[src/rtl/stage_sequencer.sv]
// Multi-cycle F/D/E/M/W control sequencer: one-cycle stage enables, ready
// handshakes with a shared wait-state timeout, and a retired-instruction counter.
module stage_sequencer #(
    parameter int CNT_WIDTH = 32,
    parameter int TIMEOUT   = 255
) (
    input  logic                 clk,
    input  logic                 rst,
    input  logic                 run,
    input  logic                 imem_ready,
    input  logic                 mem_access,
    input  logic                 dmem_ready,
    input  logic                 err_clr,
    output logic                 fetch_en,
    output logic                 decode_en,
    output logic                 execute_en,
    output logic                 memaccess_en,
    output logic                 writeback_en,
    output logic                 busy,
    output logic                 timeout_err,
    output logic [CNT_WIDTH-1:0] retired,
    output logic [2:0]           state
);

    typedef enum logic [2:0] {
        S_IDLE      = 3'd0,
        S_FETCH     = 3'd1,
        S_DECODE    = 3'd2,
        S_EXECUTE   = 3'd3,
        S_MEMORY    = 3'd4,
        S_WRITEBACK = 3'd5,
        S_ERROR     = 3'd6
    } state_t;

    // Counter must hold values up to TIMEOUT-1; TIMEOUT of 0 or 1 still gets one bit.
    localparam int WAIT_W = (TIMEOUT <= 1) ? 1 : $clog2(TIMEOUT + 1);
    localparam bit TIMEOUT_ON = (TIMEOUT != 0);
    localparam logic [WAIT_W-1:0] WAIT_LAST = TIMEOUT_ON ? WAIT_W'(TIMEOUT - 1) : '0;

    state_t                state_reg;
    state_t                state_next;
    logic [WAIT_W-1:0]     wait_reg;
    logic [WAIT_W-1:0]     wait_next;
    logic [CNT_WIDTH-1:0]  retired_reg;
    logic                  wait_expired;

    assign wait_expired = TIMEOUT_ON && (wait_reg == WAIT_LAST);

    always_ff @(posedge clk or posedge rst) begin
        if (rst) begin
            state_reg   <= S_IDLE;
            wait_reg    <= '0;
            retired_reg <= '0;
        end else begin
            state_reg <= state_next;
            wait_reg  <= wait_next;
            if (state_reg == S_WRITEBACK) begin
                retired_reg <= retired_reg + CNT_WIDTH'(1);
            end
        end
    end

    // The wait counter only survives a not-ready cycle in FETCH/MEMORY, so
    // every other path leaves it at zero for the next wait-state entry.
    always_comb begin
        state_next   = state_reg;
        wait_next    = '0;
        fetch_en     = 1'b0;
        decode_en    = 1'b0;
        execute_en   = 1'b0;
        memaccess_en = 1'b0;
        writeback_en = 1'b0;
        case (state_reg)
            S_IDLE: begin
                if (run) begin
                    state_next = S_FETCH;
                end
            end
            S_FETCH: begin
                if (imem_ready) begin
                    fetch_en   = 1'b1;
                    state_next = S_DECODE;
                end else if (wait_expired) begin
                    state_next = S_ERROR;
                end else begin
                    wait_next = wait_reg + WAIT_W'(1);
                end
            end
            S_DECODE: begin
                decode_en  = 1'b1;
                state_next = S_EXECUTE;
            end
            S_EXECUTE: begin
                execute_en = 1'b1;
                state_next = mem_access ? S_MEMORY : S_WRITEBACK;
            end
            S_MEMORY: begin
                if (dmem_ready) begin
                    memaccess_en = 1'b1;
                    state_next   = S_WRITEBACK;
                end else if (wait_expired) begin
                    state_next = S_ERROR;
                end else begin
                    wait_next = wait_reg + WAIT_W'(1);
                end
            end
            S_WRITEBACK: begin
                writeback_en = 1'b1;
                state_next   = run ? S_FETCH : S_IDLE;
            end
            S_ERROR: begin
                if (err_clr) begin
                    state_next = S_IDLE;
                end
            end
            default: begin
                state_next = S_IDLE;
            end
        endcase
    end

    assign busy        = (state_reg != S_IDLE) && (state_reg != S_ERROR);
    assign timeout_err = (state_reg == S_ERROR);
    assign retired     = retired_reg;
    assign state       = state_reg;

endmodule

[config.mk]
export PLATFORM = sky130hd
export DESIGN_NAME = stage_sequencer
export DESIGN_NICKNAME = d
export VERILOG_FILES = /design/src/rtl/stage_sequencer.sv
export SDC_FILE = /design/constraint.sdc
export NUM_CORES = 1
export LEC_CHECK = 0
export CORE_ASPECT_RATIO = 1.5
export CORE_UTILIZATION = 49
export CTS_CLUSTER_SIZE = 20
export DETAILED_ROUTE_END_ITERATION = 10
export PLACE_DENSITY = 0.86
export SETUP_SLACK_MARGIN = 0.2
export SLEW_MARGIN = 20
export SYNTH_ARGS = -nofsm -noshare
export SYNTH_HDL_FRONTEND = slang
export SYNTH_SLANG_ARGS = --single-unit
[constraint.sdc]
create_clock -name clk -period 2.22 [get_ports clk]
set_input_delay 0.222 -clock clk [delete_from_list [all_inputs] [get_ports clk]]
set_output_delay 0.222 -clock clk [all_outputs]
set_load 0.005 [all_outputs]
==> flow_metrics.py <==
metrics = {
    "synthesis": {
        "ys_seq_elements": 43,
        "synth-edff-count": 0,
        "async_reset_ff_frac": 1.00,
        "mappedNetlistNets": 216,
        "synth_warnings": 0,
        "syn_area_mm2": 0.00211,
        "synth_ff_type": "dfrtp_1",
        "syn_inst": 206,
        "synth.largest_area_cell": "dfrtp_1",
        "synth_cell_types": 32,
        "synthTopCellsByArea": "dfrtp_1 (51%), xnor2_1 (11%), xor2_1 (5.0%)",
        "synth_top_area_share": 0.510,
        "avgSynthCellArea_um2": 10.2,
        "synth_seq_area_share": 0.510,
    },
    "floorplan": {
        "rows": 28,
        "die_x_um": 55.6,
        "coreArea_mm2": 0.00403,
        "ios": 49,
        "die_area_mm2": 0.00457,
        "start_util": 0.523,
        "die_h_um": 82.3,
    },
    "timing": {
        "period_needed_ns": 1.93,
        "rsz0062_at_grt": "false",
        "min_period_over_period": 0.871,
        "fmax_mhz": 517,
        "slew_violations": 0,
        "hold_viol": 0,
        "relSlewSlack": 0.579,
        "fin_worst_hold_slack_ns": 0.354,
        "worst_pin_slew_ns": 0.629,
        "finalClockSkew_ns": 0.00391,
        "final.setup.tns_ns": 0,
        "finalSetupViolCount": 0,
    },
    "global_routing": {
        "grt_pass1_wl_mm": 7.56,
        "track_usage": 0.217,
        "grt_overflow": 0,
        "grt_pass1_vias": 1675,
        "antenna_found_initial": 0,
        "grt_max_degree": 44,
    },
    "final_layout": {
        "fin_util": 0.687,
        "finalInstanceArea_mm2": 0.00277,
        "num_antenna_cells": 0,
        "largest_register_ff_count": 32,
        "multiInputGateArea_um2": 993,
        "fillers": 313,
        "num-nets-final": 273,
        "layout-drive-gt1-share": 0.0720,
        "regArea_mm2": 0.00108,
        "synthToLayoutAreaGrowth_pct": 31.3,
    },
    "power": {
        "power_frac_comb": 0.301,
        "ir_drop_v": 0.000566,
        "p_clk_frac": 0.243,
        "p_leak_uw": 0.00122,
        "p_seq_frac": 0.456,
        "finalPower_uw": 2040,
        "power.internal_uw": 1390,
        "switchingPower_uw": 644,
        "switching_share": 0.316,
        "p_per_area_mw_per_mm2": 737,
    },
    "cts": {
        "cts_sinks": 43,
        "root_buffer": "clkbuf_8",
        "cts_buffers": 5,
        "clk_latency_ns": 0.30,
        "cts_tree": "built",
        "cts_max_path_buffers": 2,
        "htreeDepth": 2,
        "path_clk_slew_ns": 0.08,
    },
    "drt": {
        "drt-pass1-iter-count": 4,
        "vias": 1719,
        "remaining_drc_errors": 0,
        "wl_mm": 4.67,
        "wl_per_cell_um": 15.1,
        "drtIter0Drc": 52,
        "vias_per_cell": 5.56,
        "drt.antenna.violating_nets": 0,
    },
    "worst_setup_path": {
        "path_class": "register to output pin",
        "r2r_cells": 5,
        "cp.required_ns": 2.00,
        "ff2ff_setup_slack_ns": 0.34,
        "startpoint_type": "register",
        "rr_startpoint": "state[2]$_DFFE_PP0P_",
        "crit_path_end_kind": "output pin",
        "crit_arrival_ns": 1.71,
        "critPathMaxFanout": 12,
        "timing.rr.end": "retired[31]$_DFFE_PP0N_",
    },
    "worst_hold_path": {
        "hp-class": "input port to async pin",
    },
    "placement": {
        "gp_congestion": 0.754,
        "hpwl_mm": 3.21,
        "placed_cell_area_mm2": 0.00267,
        "place.port_buffers": 48,
    },
    "run_status": {
        "outcome": "finished, final reports clean",
    },
    "job": {
        "drv_cap": 0,
    },
}
[synthesized netlist by cell type, drive strengths merged, types with 3 or more instances]
master,instances
clkbuf,3
nand4,12
dfrtp,43
nor4,5
nand2b,4
and4,3
inv,6
ha,3
xnor2,26
xor2,12
nand3,17
nor2,17
nand2,18
or4,3
and3,7
nor3,6
a21oi,5
[power groups by stage]
stage          Combinational [µW]  Clock [µW]  Sequential (µW)
5_1_grt                       683         529              943
3_3_place_gp                  585           0              938
2_1_floorplan                 303           0              947
6_report                      614         496              929
4_1_cts                       603         498              932
3_5_place_dp                  590           0              944
[repair_timing]
| item | 4_1_cts | 5_1_grt |
|---|---|---|
| resized for setup | 2 | 2 |
| endpoints found under the hold margin | 0 | 0 |
| cloned | 0 | 0 |
| setup buffers | 0 | 1 |
| hold buffers | 0 | 0 |
| endpoints found under the setup margin | 2 | 2 |
[logic make-up after synthesis]
family,synth area share
adder cells (fa/ha/maj),0.0178
buffers and inverters,0.0220
AO/OA/AOI/OAI,0.0356
flip-flops,0.510
AND/OR/NAND/NOR,0.256
XOR/XNOR,0.158
[layer usage]
metal	global-route usage	up-vias	wire length [µm]	share of wire
met5	0	-	0	0
met4	0.120	0	143	0.031
met3	0.0514	14	184	0.039
met2	0.400	48	2490	0.53
met1	0.228	825	1850	0.40
li1	-	832	-	-
[stage by stage]
| stage | cells | setup slack (ns) |
|---|---|---|
| after floorplan | 206 | 0.391 |
| after global placement | 300 | 0.404 |
| after detailed placement | 300 | 0.375 |
| after CTS | 308 | 0.162 |
| after global routing | 309 | 0.192 |
| final | 309 | 0.285 |
[cell usage in the layout (no fill, tap or decap), types with 2 or more instances in the layout]
cell type,count
a21oi_1,5
and2_1,2
and3_1,7
and4_1,3
buf_4,7
clkbuf_8,5
clkdlybuf4s50_1,46
dfrtp_1,43
ha_1,3
inv_1,6
nand2_1,18
nand2b_1,3
nand3_1,17
nand4_1,12
nor2_1,17
nor3_1,5
nor4_1,4
o21ai_0,2
or4_1,3
xnor2_1,26
xor2_1,12
[worst max path at each step]
| stage | slack (ns) | cells after the start | endpoint | from |
|---|---|---|---|---|
| floorplan | 0.39 | 5 | retired[31]$_DFFE_PP0N_ | state[1]$_DFFE_PP0P_ |
| global placement | 0.40 | 4 | retired[31]$_DFFE_PP0N_ | retired[2]$_DFFE_PP0N_ |
| detailed placement | 0.37 | 4 | retired[31]$_DFFE_PP0N_ | retired[2]$_DFFE_PP0N_ |
| CTS | 0.16 | 4 | fetch_en | state[2]$_DFFE_PP0P_ |
| global route | 0.19 | 5 | retired[27]$_DFFE_PP0N_ | state[2]$_DFFE_PP0P_ |
| finish | 0.29 | 4 | execute_en | state[2]$_DFFE_PP0P_ |
[critical path: stages (launching register included)]
cell and delay, ns:
dfrtp_1 0.40, buf_4 0.19, nand2b_2 0.23, nor2_1 0.10
clkdlybuf4s50_1 0.50
[layout make-up]
type	count	share of cell area
sequential	43	0.389
multi-input combinational	152	0.359
timing repair buffer	55	0.193
clock buffer	6	0.0262
tap	45	0.0203
inverter	6	0.00814
clock inverter	2	0.00452
No activity file was read; power rests on OpenSTA's default activity.
==> variant: new RTL, same settings <==
`CNT_WIDTH`: 32 -> 64.
--- a/src/rtl/stage_sequencer.sv
+++ b/src/rtl/stage_sequencer.sv
@@ -1,7 +1,7 @@
 // Multi-cycle F/D/E/M/W control sequencer: one-cycle stage enables, ready
 // handshakes with a shared wait-state timeout, and a retired-instruction counter.
 module stage_sequencer #(
-    parameter int CNT_WIDTH = 32,
+    parameter int CNT_WIDTH = 64,
     parameter int TIMEOUT   = 255
 ) (
     input  logic                 clk,
Ports: changed (resized retired); port bits go from 49 to 81. No check against the original RTL was run, so the function may have changed too.
==> variant against the unedited design <==
Synthesized area up 72%. Fmax down 1.8%. Combinational power up 16%. First-iteration DRC count rose to 3.7 times the old value. Final area up 85%. Setup slack worse by 0.036 ns. Utilization up 2.4 points. Sequential cell count up 32. Critical path depth up 2. Wire length up 90%. Total power up 51%.
==> variant: results (changes against the unedited design) <==
outcome complete, no violations; top post-synthesis cells by count 75 x dfrtp_1, 43 x xnor2_1, 27 x xor2_1; clk_lat worst skew 0.35 ns (+0.05 ns); Placed Cells 535 (+78%); Synth Area in Compound Gates 1.48% (-2.1 points); final wirelength 8860 µm (+90%); H-tree Lvls 3 (+1); Inserted Clock Buffers 9 (+4); number of distinct library cells after synthesis 36 (+13%); share of layout cells above drive strength 1 21.2% (+14 points); Worst Path Arrival 2.24 ns (+0.53 ns); Worst slew margin 71.3% (+13 points); P_int 2190 µW (+57%); DP Area 4710 µm² (+76%); Starting DRT DRC Count 192 (+270%); multiplexer area fraction after synthesis 0.311% (+0.31 points); Post-Synth Adder-Cell Area 1.04% (-0.74 points); max reg flops 64 (+100%); Port Buffers 80 (+67%); Gate Count Post-Synth 339 (+65%); aggregate global-route resource usage 23.8% (+2.1 points); maximum fanout along the worst path 8 (-4); Synth area leaders dfrtp_1 52%, xnor2_1 10%, xor2_1 6.5%, nand3_1 3.6%, nand4_1 3.1%; final net count 479 (+75%); FILL cells 522 (+67%); Synth Area in XOR/XNOR 16.9% (+1.1 points); pre-CTS WS 0.141 ns (-0.234 ns); first-pass GRT wire length 14200 µm (+88%); multi-input logic area 1720 µm² (+73%); worst-case vdd ir drop 0.000619 V (+9.4%)
[variant: per-layer routing]
metal	GRT usage, %	vias to the layer above	share of wire, %
li1	-	1427	-
met1	27.9	1503	40
met2	41.1	92	53
met3	4.87	19	4.2
met4	11.2	0	2.7
met5	0	-	0
[variant: layout make-up]
| class | count | share of cell area, % |
|---|---|---|
| multi-input combinational | 242 | 33.7 |
| clock inverter | 4 | 0.392 |
| tap | 100 | 2.45 |
| inverter | 13 | 1.03 |
| sequential | 75 | 36.8 |
| clock buffer | 10 | 2.50 |
| timing repair buffer | 128 | 23.1 |
[variant: power groups by stage]
stage | Combinational (µW) | Clock [µW] | Sequential [µW]
after floorplan | 304 | 0 | 1530
after detailed placement | 611 | 0 | 1530
after global routing | 783 | 935 | 1510
after CTS | 634 | 873 | 1510
after global placement | 595 | 0 | 1530
final | 713 | 858 | 1500
[variant: timing repair]
action | CTS | global route
cloned | 1 | 0
buffers inserted | 2 | 20
endpoints found under the hold margin | 0 | 0
setup endpoints to repair | 10 | 26
gates resized for setup | 8 | 16
pin swaps | 2 | 10
[variant: kinds of logic after synthesis]
| group | count (synthesis) |
|---|---|
| flops | 75 |
| buf+inv | 23 |
| fa+ha+maj | 3 |
| mux | 1 |
| compound gates | 9 |
| simple gates | 158 |
| xor+xnor | 70 |
[variant: critical path: stages (launching register included)]
cell,delay (ns)
dfrtp_1,0.40
nand4_1,0.14
or2_4,0.27
buf_4,0.15
or4_4,0.57
nor3b_2,0.20
xor2_1,0.15
[variant: final timing paths]
path	start	to	slack [ns]	depth (start not counted)
max	retired[28]	retired[59]	0.25	6
min	rst	retired[50]	0.31	3
max reg2reg	retired[28]	retired[59]	0.25	6
min reg2reg	retired[61]	retired[61]	0.48	1
max in group asynchronous	rst	retired[41]	1.55	3
min in group clk	retired[61]	retired[61]	0.48	1
